===== src/rtl/cpu_types_pkg.sv =====
// cpu_types_pkg: shared types for the memory side of the pipelined datapath.
//   word_t      - 32-bit machine word
//   ramstate_t  - status reported by the RAM model/controller
//   arb_state_t - memory_arbiter FSM states
package cpu_types_pkg;

    typedef logic [31:0] word_t;

    typedef enum logic [1:0] {
        FREE   = 2'd0,
        BUSY   = 2'd1,
        ACCESS = 2'd2,
        ERROR  = 2'd3
    } ramstate_t;

    typedef enum logic [1:0] {
        IDLE = 2'd0,
        IACC = 2'd1,
        DACC = 2'd2,
        RESP = 2'd3
    } arb_state_t;

endpackage


===== src/rtl/memory_arbiter.sv =====
// memory_arbiter: shares the single RAM port between instruction fetch and
// data access. Data has priority; after DSTREAK_MAX consecutive data grants
// with a fetch waiting, the fetch is granted (DSTREAK_MAX=0: strict data
// priority). An access that sees neither ACCESS nor ERROR within TIMEOUT
// cycles completes with fault.
//
// state | meaning
// IDLE  | no access in flight; requests are arbitrated here
// IACC  | fetch on the RAM port, waiting for ACCESS
// DACC  | data read/write on the RAM port, waiting for ACCESS
// RESP  | one-cycle ihit/dhit (and fault) pulse; requests ignored
//
// Ports:
//   CLK, RST                 clock, synchronous active-high reset
//   iREN, iaddr              fetch request (held until ihit) and address
//   dREN, dWEN, daddr, dstore data request (held until dhit), address, data
//   ihit, iload              fetch completion pulse, fetched word (held)
//   dhit, dload              data completion pulse, read word (held)
//   fault                    pulse with the hit on RAM ERROR or timeout
//   busy                     high whenever the FSM is not IDLE
//   ramREN, ramWEN, ramaddr, ramstore   registered RAM request
//   ramload, ramstate        RAM read data and status
module memory_arbiter
    import cpu_types_pkg::*;
#(
    parameter int DSTREAK_MAX = 4,
    parameter int TIMEOUT     = 255
) (
    input  logic      CLK,
    input  logic      RST,
    input  logic      iREN,
    input  word_t     iaddr,
    input  logic      dREN,
    input  logic      dWEN,
    input  word_t     daddr,
    input  word_t     dstore,
    output logic      ihit,
    output word_t     iload,
    output logic      dhit,
    output word_t     dload,
    output logic      fault,
    output logic      busy,
    output logic      ramREN,
    output logic      ramWEN,
    output word_t     ramaddr,
    output word_t     ramstore,
    input  word_t     ramload,
    input  ramstate_t ramstate
);

    localparam int TW = (TIMEOUT > 0) ? $clog2(TIMEOUT + 1) : 1;
    localparam int SW = (DSTREAK_MAX > 0) ? $clog2(DSTREAK_MAX + 1) : 1;
    localparam logic [TW-1:0] TCNT_LAST  = TW'(TIMEOUT);
    localparam logic [SW-1:0] STREAK_MAX = SW'(DSTREAK_MAX);

    arb_state_t    state, state_n;
    logic          ren_n, wen_n;
    word_t         addr_n, store_n, iload_n, dload_n;
    logic [SW-1:0] dstreak, dstreak_n;
    logic [TW-1:0] tcnt, tcnt_n;
    logic          rsp_data, rsp_data_n;   // RESP belongs to the data side
    logic          fault_arm, fault_arm_n;
    logic          data_pend, fetch_starved;

    assign data_pend     = dREN | dWEN;
    assign fetch_starved = iREN && (DSTREAK_MAX != 0) && (dstreak == STREAK_MAX);

    assign busy  = (state != IDLE);
    assign ihit  = (state == RESP) && !rsp_data;
    assign dhit  = (state == RESP) && rsp_data;
    assign fault = (state == RESP) && fault_arm;

    always_ff @(posedge CLK) begin
        if (RST) begin
            state     <= IDLE;
            ramREN    <= 1'b0;
            ramWEN    <= 1'b0;
            ramaddr   <= '0;
            ramstore  <= '0;
            iload     <= '0;
            dload     <= '0;
            dstreak   <= '0;
            tcnt      <= '0;
            rsp_data  <= 1'b0;
            fault_arm <= 1'b0;
        end else begin
            state     <= state_n;
            ramREN    <= ren_n;
            ramWEN    <= wen_n;
            ramaddr   <= addr_n;
            ramstore  <= store_n;
            iload     <= iload_n;
            dload     <= dload_n;
            dstreak   <= dstreak_n;
            tcnt      <= tcnt_n;
            rsp_data  <= rsp_data_n;
            fault_arm <= fault_arm_n;
        end
    end

    always_comb begin
        state_n     = state;
        ren_n       = ramREN;
        wen_n       = ramWEN;
        addr_n      = ramaddr;
        store_n     = ramstore;
        iload_n     = iload;
        dload_n     = dload;
        dstreak_n   = dstreak;
        tcnt_n      = tcnt;
        rsp_data_n  = rsp_data;
        fault_arm_n = fault_arm;

        unique case (state)
            IDLE: begin
                if (data_pend && !fetch_starved) begin
                    addr_n      = daddr;
                    store_n     = dstore;
                    wen_n       = dWEN;
                    ren_n       = dREN & ~dWEN;   // write wins if both set
                    rsp_data_n  = 1'b1;
                    fault_arm_n = 1'b0;
                    tcnt_n      = '0;
                    state_n     = DACC;
                    // The streak only counts data grants that kept a fetch waiting.
                    if (iREN)
                        dstreak_n = (dstreak == STREAK_MAX) ? dstreak : dstreak + SW'(1);
                    else
                        dstreak_n = '0;
                end else if (iREN) begin
                    addr_n      = iaddr;
                    ren_n       = 1'b1;
                    wen_n       = 1'b0;
                    rsp_data_n  = 1'b0;
                    fault_arm_n = 1'b0;
                    tcnt_n      = '0;
                    dstreak_n   = '0;
                    state_n     = IACC;
                end
            end
            IACC, DACC: begin
                tcnt_n = tcnt + TW'(1);
                if (ramstate == ACCESS) begin
                    ren_n   = 1'b0;
                    wen_n   = 1'b0;
                    state_n = RESP;
                    if (state == IACC)
                        iload_n = ramload;
                    else if (!ramWEN)
                        dload_n = ramload;
                end else if (ramstate == ERROR || tcnt == TCNT_LAST) begin
                    ren_n       = 1'b0;
                    wen_n       = 1'b0;
                    fault_arm_n = 1'b1;
                    state_n     = RESP;
                    if (state == IACC)
                        iload_n = '0;
                    else
                        dload_n = '0;
                end
            end
            RESP: begin
                state_n     = IDLE;
                tcnt_n      = '0;
                fault_arm_n = 1'b0;
            end
            default: state_n = IDLE;
        endcase
    end

endmodule


===== config.mk =====
export PLATFORM = sky130hd
export DESIGN_NAME = memory_arbiter
export DESIGN_NICKNAME = d
export VERILOG_FILES = /design/src/rtl/cpu_types_pkg.sv /design/src/rtl/memory_arbiter.sv
export SDC_FILE = /design/constraint.sdc
export NUM_CORES = 1
export LEC_CHECK = 0
export ABC_AREA = 1
export ABC_CLOCK_PERIOD_IN_PS = 3100
export BUFFER_PORTS_ARGS = -buffer_cell sky130_fd_sc_hd__buf_2
export CAP_MARGIN = 25
export CORE_AREA = 2 2 81 160
export DETAILED_ROUTE_END_ITERATION = 6
export DIE_AREA = 0 0 83 162
export GPL_TIMING_DRIVEN = 1
export PLACE_DENSITY = 0.86
export SYNTH_ARGS = -nofsm -noshare
export SYNTH_HDL_FRONTEND = slang
export SYNTH_SLANG_ARGS = --single-unit
export TNS_END_PERCENT = 100

===== constraint.sdc =====
create_clock -name CLK -period 3.1 [get_ports CLK]
set_input_delay 0.31 -clock CLK [delete_from_list [all_inputs] [get_ports CLK]]
set_output_delay 0.31 -clock CLK [all_outputs]
set_load 0.02 [all_outputs]

==> results.sh, run 1 <==
export IMPL_netlist_instances=842
export IMPL_grt_use_met3_pct=4.88
export IMPL_maxSlewHeadroom_pct=34.3
export IMPL_grt_max_degree=71
export IMPL_cts_setup_buffers=0
export IMPL_final_seq_area_sq_um=2900
export IMPL_combPwrFrac_pct=32.9
export IMPL_hold_path_class="in2reg"
export IMPL_clockBufferDepth=2
export IMPL_drv_cap=0
export IMPL_first_pass_iters=7
export IMPL_grt_overflow=0
export IMPL_gr_max_usage_layer="met2"
export IMPL_p_sw_uw=2520
export IMPL_final_setup_tns_ns=0
export IMPL_skew_ns=0.0158
export IMPL_hold_buffers=0
export IMPL_gp_congestion=0.874
export IMPL_crit_type="reg2reg"
export IMPL_use_met1_pct=27.1
export IMPL_nFillCells=1116
export IMPL_syn2layout_area_growth_pct=31.0
export IMPL_drt_iter0_drc=259
export IMPL_clk_latency_ns=0.41
export IMPL_synth_seq_cells=145
export IMPL_period_needed_ns=2.03
export IMPL_critPathArrivalTime_ns=2.37
export IMPL_yosys_warnings=0
export IMPL_end_kind="flip-flop"
export IMPL_antenna_found_initial=0
export IMPL_routedWlPerCell_um=13.9
export IMPL_hpwl_mm=12.1
export IMPL_rsz0062_at_grt="no"
export IMPL_hold_viol_final=0
export IMPL_die_w_um=83
export IMPL_worst_pin_slew_ns=0.984
export IMPL_period_share_pct=65.5
export IMPL_met2_usage_pct=46.6
export IMPL_htreeDepth=4
export IMPL_start_kind="flip-flop"
export IMPL_internal_power_uw=4090
export IMPL_synth_distinct_cells=28
export IMPL_vdd_drop_max_mv=0.620
export IMPL_clock_sinks=145
export IMPL_die_height_um=162
export IMPL_vias_per_cell=5.06
export IMPL_ant_nets=0
export IMPL_status="finished clean"
export IMPL_row_count=57
export IMPL_p_per_area_nw_per_um2=824
export IMPL_clockPowerShare_pct=30.8
export IMPL_num_nets_final=1221
export IMPL_avgSynthCellArea_sq_um=7.26
export IMPL_clkTransAtPathRegs_ns=0.07
export IMPL_clockRootBuffer="clkbuf_16"
export IMPL_pwr_share_seq_pct=36.3
export IMPL_cts_made_buffers=17
export IMPL_multiInputGateArea_sq_um=2570
export IMPL_fmax_mhz=492
export IMPL_worstPathRequired_ns=3.44
export IMPL_holdWs_ns=0.113
export IMPL_p_leak_uw=0.00412
export IMPL_cts_resized=0
export IMPL_cts_tree="done"
export IMPL_grt_pass1_wl_mm=28.0
export IMPL_die_area_sq_um=13400
export IMPL_setup_viol=0
export IMPL_grt_use_total_pct=25.3
export IMPL_drt_wl_total_mm=17.2
export IMPL_start_util_pct=50.1
export IMPL_path_max_fanout=34
export IMPL_via_count=6264
export IMPL_diodes=0
export IMPL_synth_area_sq_um=6120
export IMPL_drc=0
export IMPL_grt_pass1_vias=5947
export IMPL_synth_fp_nets=984
export IMPL_synth_seq_area_share_pct=47.5
export IMPL_finalMaxSlewViolations=0
export IMPL_port_buffer_count=268
export IMPL_io_pins=269
export IMPL_drive_above_1_share_pct=30.8
export IMPL_coreArea_sq_um=12200
export IMPL_p_sw_share_pct=38.1
[power groups by stage]
stage                     clock [uW]  combinational (uW)  sequential [uW]
after floorplan                    0                1140             2810
after global placement             0                2150             2420
after global routing            2150                2390             2440
after detailed placement           0                2180             2420
after CTS                       2080                2180             2390
final                           2040                2170             2400
[layout by cell type, fill, tap and decap left out, drive strengths merged]
cell type	count
buf	275
nand2	204
dfxtp	145
nor2	104
inv	101
a21oi	75
nand3	43
o21ai	38
o211ai	33
nand4	32
clkbuf	19
ha	7
clkinv	4
clkinvlp	3
nor3	2
a31oi	2
bufinv	2
nor3b	1
mux2i	1
xor2	1
[final timing paths]
kind	start	to	slack, ns	cells after the start
setup reg to reg	tcnt[0]$_SDFFE_PP0P_	iload[10]$_SDFFE_PP0P_	1.07	9
setup / recovery	tcnt[0]$_SDFFE_PP0P_	iload[10]$_SDFFE_PP0P_	1.07	9
hold / removal	dstore[19]	ramstore[19]$_SDFFE_PP0P_	0.11	3
hold reg to reg	fault_arm$_SDFFE_PP0P_	fault_arm$_SDFFE_PP0P_	0.45	2
[per-stage QoR]
step	setup WS, ns	power, uW	area [sq um]	cells	utilization [%]
global route	0.781	6990	8010	1239	65.7
finish	1.07	6600	8010	1239	65.7
global placement	1.07	4560	7420	1207	60.8
detailed placement	1.06	4600	7420	1207	60.8
floorplan	1.51	3950	6120	842	-
CTS	1.05	6650	8010	1239	65.7
[layer usage]
metal / vias to the layer above / share of wire, % / wire length (um)
met5: - / 0 / 0
met4: 0 / 3.3 / 569
met3: 34 / 5.2 / 893
met2: 225 / 54 / 9250
met1: 2824 / 38 / 6470
li1: 3181 / - / -
[synthesized netlist by cell type]
cell type	count	share of area [%]
a31oi_1	2	0.20
nand2_2	3	0.31
nor2_2	1	0.10
o21ai_2	1	0.14
nand3_4	1	0.29
inv_2	19	1.2
nand4_1	32	3.3
mux2i_1	1	0.16
ha_1	7	1.4
nand3_1	41	3.4
clkbuf_1	24	1.5
nor2_1	102	6.3
o21ai_0	6	0.49
nor2_4	1	0.18
xor2_1	1	0.14
nand2_4	2	0.37
nor3b_1	1	0.12
nand3_2	1	0.16
buf_2	30	2.5
dfxtp_1	145	47
nor3_1	2	0.16
o21ai_1	31	2.5
o211ai_1	33	4.1
nand2_1	199	12
inv_1	77	4.7
a21oi_1	75	6.1
buf_6	3	0.55
clkinv_1	1	0.061
[logic make-up after synthesis]
kind of cell               Yosys count  share of synthesized area (%)
AOI/OAI and AO/OA                  148                           13.6
xor gates and xnor gates             1                          0.143
adders and majority gates            7                           1.43
buffers and inverters              154                           10.4
DFF                                145                           47.5
muxes                                1                          0.164
and+or+nand+nor                    386                           26.8
[final cells by class]
class                      instances  area share [%]
timing repair buffer             275            17.4
clock inverter                    13            1.86
sequential                       145            36.2
inverter                          97            4.54
tap                              147            2.30
multi-input combinational        543            32.1
clock buffer                      19            5.53
[sequential cells by signal, indices dropped and copies added (netlist names)]
| signal | cells |
|---|---|
| ramaddr | 32 |
| dload | 32 |
| rsp_data | 1 |
| ramWEN | 1 |
| state | 2 |
| fault_arm | 1 |
| tcnt | 8 |
| dstreak | 3 |
| ramstore | 32 |
| ramREN | 1 |
| iload | 32 |
[worst max-delay path, cell delays in order (launching register included)]
cell	delay, ns
dfxtp_1	0.36
ha_1	0.19
inv_1	0.05
nor2_1	0.12
nand2_2	0.09
nand2_4	0.32
nand3_4	0.11
inv_2	0.45
nand2_1	0.11
a21oi_1	0.15
Power figures use the tool's default switching activity.
==> run 2, diff against run 1 <==
Settings changed: ABC_CLOCK_PERIOD_IN_PS 3100 to 1900, CORE_AREA 2 2 81 160 to 2 2 84 167, DIE_AREA 0 0 83 162 to 0 0 86 169, PLACE_DENSITY 0.86 to 0.8.
Clock period 3.1 ns to 1.9 ns, I/O delays scaled along.
==> results.sh, run 2 (synthesis gave the netlist of run 1 again) <==
export IMPL_status="finished clean"
export IMPL_clock_sinks=145
export IMPL_critPathArrivalTime_ns=2.10
export IMPL_worstReg2RegEnd="dload[17]$_SDFFE_PP0P_"
export IMPL_cts_setup_buffers=0
export IMPL_clk_latency_ns=0.41
export IMPL_reg2reg_depth=8
export IMPL_setup_viol=0
export IMPL_start_util_pct=46.0
export IMPL_vdd_drop_max_mv=0.972
export IMPL_worst_pin_slew_ns=0.718
export IMPL_postPlaceCellArea_sq_um=7570
export IMPL_hold_viol_final=0
export IMPL_maxSlewHeadroom_pct=52.2
export IMPL_period_share_pct=93.5
export IMPL_start_kind="flip-flop"
export IMPL_rsz0062_at_grt="no"
export IMPL_final_cell_mix="buf_2, nand2_1, dfxtp_1"
export IMPL_period_needed_ns=1.78
export IMPL_die_w_um=86
export IMPL_die_height_um=169
export IMPL_cts_tree="done"
export IMPL_r2r_start="tcnt[1]$_SDFFE_PP0P_"
export IMPL_holdCritStartpoint="dstore[12]"
export IMPL_grt_use_total_pct=24.3
export IMPL_ant_nets=0
export IMPL_final_common_cell="buf_2"
export IMPL_hpwl_mm=12.7
export IMPL_antenna_found_initial=1
export IMPL_met2_usage_pct=41.3
export IMPL_startpoint="tcnt[1]$_SDFFE_PP0P_"
export IMPL_gp_congestion=0.855
export IMPL_use_met1_pct=28.6
export IMPL_row_count=60
export IMPL_reg2reg_setup_slack_ns=0.12
export IMPL_io_pins=269
export IMPL_clockRootBuffer="clkbuf_16"
export IMPL_htreeDepth=4
export IMPL_drt_iter0_drc=317
export IMPL_grt_overflow=0
export IMPL_skew_ns=0.0129
export IMPL_final_setup_tns_ns=0
export IMPL_drt_wl_total_mm=18.1
export IMPL_whs_path_depth=3
export IMPL_grt_use_met3_pct=7.36
export IMPL_routedWlPerCell_um=14.2
export IMPL_syn2layout_area_growth_pct=36.4
export IMPL_num_nets_final=1249
export IMPL_path_max_fanout=31
export IMPL_p_leak_uw=0.00426
export IMPL_finalMaxSlewViolations=0
export IMPL_worstPathRequired_ns=2.23
export IMPL_drive_above_1_share_pct=30.8
export IMPL_drc=0
export IMPL_end_kind="flip-flop"
export IMPL_final_cell_area_sq_um=8340
export IMPL_p_per_area_nw_per_um2=1330
export IMPL_gr_max_usage_layer="met2"
export IMPL_fmax_mhz=563
export IMPL_whs_endpoint="ramstore[12]$_SDFFE_PP0P_"
export IMPL_coreArea_sq_um=13300
export IMPL_clkTransAtPathRegs_ns=0.06
export IMPL_cts_made_buffers=17
export IMPL_port_buffer_count=268
export IMPL_grt_pass1_vias=6076
export IMPL_grt_max_degree=71
export IMPL_crit_type="reg2reg"
export IMPL_drv_cap=0
export IMPL_clockBufferDepth=2
export IMPL_via_count=6553
export IMPL_grt_pass1_wl_mm=28.4
export IMPL_die_area_sq_um=14500
export IMPL_hold_path_class="in2reg"
export IMPL_first_pass_iters=4
export IMPL_vias_per_cell=5.14
run 2: how the worst max path moves through the flow:
stage,to
after detailed placement,ramstore[19]$_SDFFE_PP0P_
after CTS,ramstore[19]$_SDFFE_PP0P_
after global placement,ramstore[0]$_SDFFE_PP0P_
after floorplan,tcnt[3]$_SDFFE_PP0P_
after global routing,tcnt[5]$_SDFFE_PP0P_
final,dload[17]$_SDFFE_PP0P_
run 2: power breakdown:
group	internal, uW	switching, uW	total, uW
Sequential	3620	330	3950
Combinational	1230	2570	3790
Clock	2060	1290	3350
run 2: worst max-delay path, stage by stage, from the launching register on:
cell     delay (ns)
dfxtp_1        0.36
ha_1           0.22
inv_1          0.06
nor2_1         0.15
nand2_2        0.10
nand2_4        0.10
buf_4          0.33
nand4_1        0.18
a21oi_1        0.18
run 2: per-stage QoR:
step / hold slack (ns) / utilization [%] / setup slack, ns / cells / total power [uW]
after global routing: 0.00892 / 62.8 / 0.0328 / 1275 / 11700
after global placement: 0.410 / 57.0 / 0.231 / 1226 / 7620
final: 0.0171 / 62.8 / 0.124 / 1275 / 11100
after floorplan: 0.325 / - / 0.309 / 842 / 6440
after detailed placement: 0.421 / 57.0 / 0.156 / 1226 / 7710
after CTS: 0.000472 / 62.7 / 0.125 / 1274 / 11100
run 2: metal layers:
metal / wire length, um / vias up
li1: - / 3233
met1: 7030 / 2932
met2: 8900 / 363
met3: 1840 / 25
met4: 314 / 0
met5: 0 / -
run 2: layout make-up:
type | instances | area, sq um
clock inverters | 13 | 163
clock buffers | 18 | 429
well taps | 155 | 194
inverters | 97 | 368
multi-input cells | 543 | 2570
fillers | 1167 | 4940
flip-flops and latches | 145 | 2900
repair buffers | 303 | 1710
diodes | 1 | 2.50
run 2: repair_timing:
action                                  CTS  global route
endpoints found under the setup margin    0             8
hold endpoints to repair                 17             0
hold buffers                             17             0
resized for setup                         0             3
==> run 3, diff against run 2 <==
Settings changed: BUFFER_PORTS_ARGS -buffer_cell sky130_fd_sc_hd__buf_2 to -buffer_cell sky130_fd_sc_hd__clkbuf_2.
==> results.sh, run 3 (synthesis gave the netlist of run 1 again) <==
export IMPL_status="finished clean"
export IMPL_gr_max_usage_layer="met2"
export IMPL_worst_pin_slew_ns=0.716
export IMPL_via_count=6492
export IMPL_die_height_um=169
export IMPL_period_needed_ns=1.74
export IMPL_ant_nets=0
export IMPL_drt_wl_total_mm=18.2
export IMPL_syn2layout_area_growth_pct=36.4
export IMPL_cts_tree="done"
export IMPL_crit_type="reg2reg"
export IMPL_die_area_sq_um=14500
export IMPL_die_w_um=86
export IMPL_cts_setup_buffers=0
export IMPL_vdd_drop_max_mv=0.925
export IMPL_drc=0
export IMPL_clkTransAtPathRegs_ns=0.07
export IMPL_htreeDepth=4
export IMPL_vias_per_cell=5.08
export IMPL_use_met1_pct=28.7
export IMPL_whs_path_depth=3
export IMPL_drive_above_1_share_pct=31.1
export IMPL_grt_pass1_wl_mm=29.0
export IMPL_critPathArrivalTime_ns=2.05
export IMPL_hold_viol_final=0
export IMPL_period_share_pct=91.7
export IMPL_grt_pass1_vias=6101
export IMPL_p_per_area_nw_per_um2=1330
export IMPL_grt_use_total_pct=24.8
export IMPL_end_kind="flip-flop"
export IMPL_final_common_cell="clkbuf_2"
export IMPL_clock_sinks=145
export IMPL_final_cell_mix="clkbuf_2, nand2_1, dfxtp_1"
export IMPL_start_util_pct=46.0
export IMPL_rsz0062_at_grt="yes"
export IMPL_worstPathRequired_ns=2.21
export IMPL_io_pins=269
export IMPL_routedWlPerCell_um=14.2
export IMPL_row_count=60
export IMPL_diodes=0
export IMPL_met2_usage_pct=43.1
export IMPL_port_buffer_count=268
export IMPL_hold_path_class="in2reg"
export IMPL_finalMaxSlewViolations=0
export IMPL_drv_cap=0
export IMPL_maxSlewHeadroom_pct=52.3
export IMPL_fmax_mhz=574
export IMPL_skew_ns=0.0120
export IMPL_start_kind="flip-flop"
export IMPL_hpwl_mm=12.7
export IMPL_holdWs_ns=0.00858
export IMPL_p_leak_uw=0.00420
export IMPL_reg2reg_depth=8
export IMPL_cts_made_buffers=17
export IMPL_first_pass_iters=4
export IMPL_fin_util_pct=62.8
export IMPL_gp_congestion=0.839
export IMPL_coreArea_sq_um=13300
export IMPL_clk_latency_ns=0.41
export IMPL_num_nets_final=1251
export IMPL_final_setup_tns_ns=0
export IMPL_grt_overflow=0
export IMPL_antenna_found_initial=0
export IMPL_path_max_fanout=33
export IMPL_drt_iter0_drc=268
export IMPL_clockRootBuffer="clkbuf_16"
export IMPL_setup_viol=0
export IMPL_clockBufferDepth=2
export IMPL_grt_max_degree=71
export IMPL_grt_use_met3_pct=6.83
## run 3: changes by cell type in the layout (fill, tap and decap cells not counted), sizes merged
cell / previous run / this run
clkbuf: 18 / 288
buf: 286 / 20
clkinv: 8 / 4
inv: 96 / 100
bufinv: 3 / 2
diode: 1 / 0
## run 3: worst paths after layout
kind / start / endpoint / slack, ns
worst max-delay path: dstreak[0]$_SDFFE_PP0P_ / ramstore[9]$_SDFFE_PP0P_ / 0.16
worst min register to register: dload[16]$_SDFFE_PP0P_ / dload[16]$_SDFFE_PP0P_ / 0.46
worst min-delay path: dstore[31] / ramstore[31]$_SDFFE_PP0P_ / 0.009
worst max register to register: dstreak[0]$_SDFFE_PP0P_ / ramstore[9]$_SDFFE_PP0P_ / 0.16
## run 3: area by class of cell
class | count | area (sq um)
clock buffer | 20 | 457
inverter | 97 | 367
fill | 1153 | 4950
sequential | 145 | 2900
clock inverter | 12 | 144
multi-input combinational | 543 | 2580
timing repair buffer | 305 | 1700
tap | 155 | 194
## run 3: routing by layer
| layer | routed length (um) | part of all wire [%] | vias to the layer above |
|---|---|---|---|
| met5 | 0 | 0 | - |
| met4 | 387 | 2.1 | 0 |
| met3 | 1580 | 8.7 | 31 |
| met2 | 9100 | 50 | 308 |
| met1 | 7090 | 39 | 2902 |
| li1 | - | - | 3251 |
## run 3: what timing repair did
action                                 in CTS  in global routing
hold buffers                               17                  0
setup endpoints to repair                   0                 36
gates resized for setup                     0                  3
endpoints found under the hold margin      17                  0
## run 3: worst max-delay path: stages, from the launching register on
cell and delay [ns]:
dfxtp_1 0.36, inv_1 0.08, ha_1 0.20, nand3_1 0.13
nand2_4 0.09, nor2_4 0.30, inv_4 0.21, nor2_1 0.19
nor2_1 0.08
## run 3: power by group
part	switching [uW]	internal [uW]	total, uW
Clock	1340	2030	3370
Combinational	2560	1220	3780
Sequential	352	3620	3970
Total	4260	6860	11100
## run 3: metrics by stage
stage | setup WS (ns) | cells | instance area [sq um] | power (uW)
3_5_place_dp | 0.146 | 1228 | 7560 | 7690
4_1_cts | 0.0878 | 1277 | 8340 | 11100
2_1_floorplan | 0.309 | 842 | 6120 | 6440
5_1_grt | -0.000969 | 1277 | 8340 | 11700
6_report | 0.157 | 1277 | 8340 | 11100
3_3_place_gp | 0.237 | 1228 | 7560 | 7610
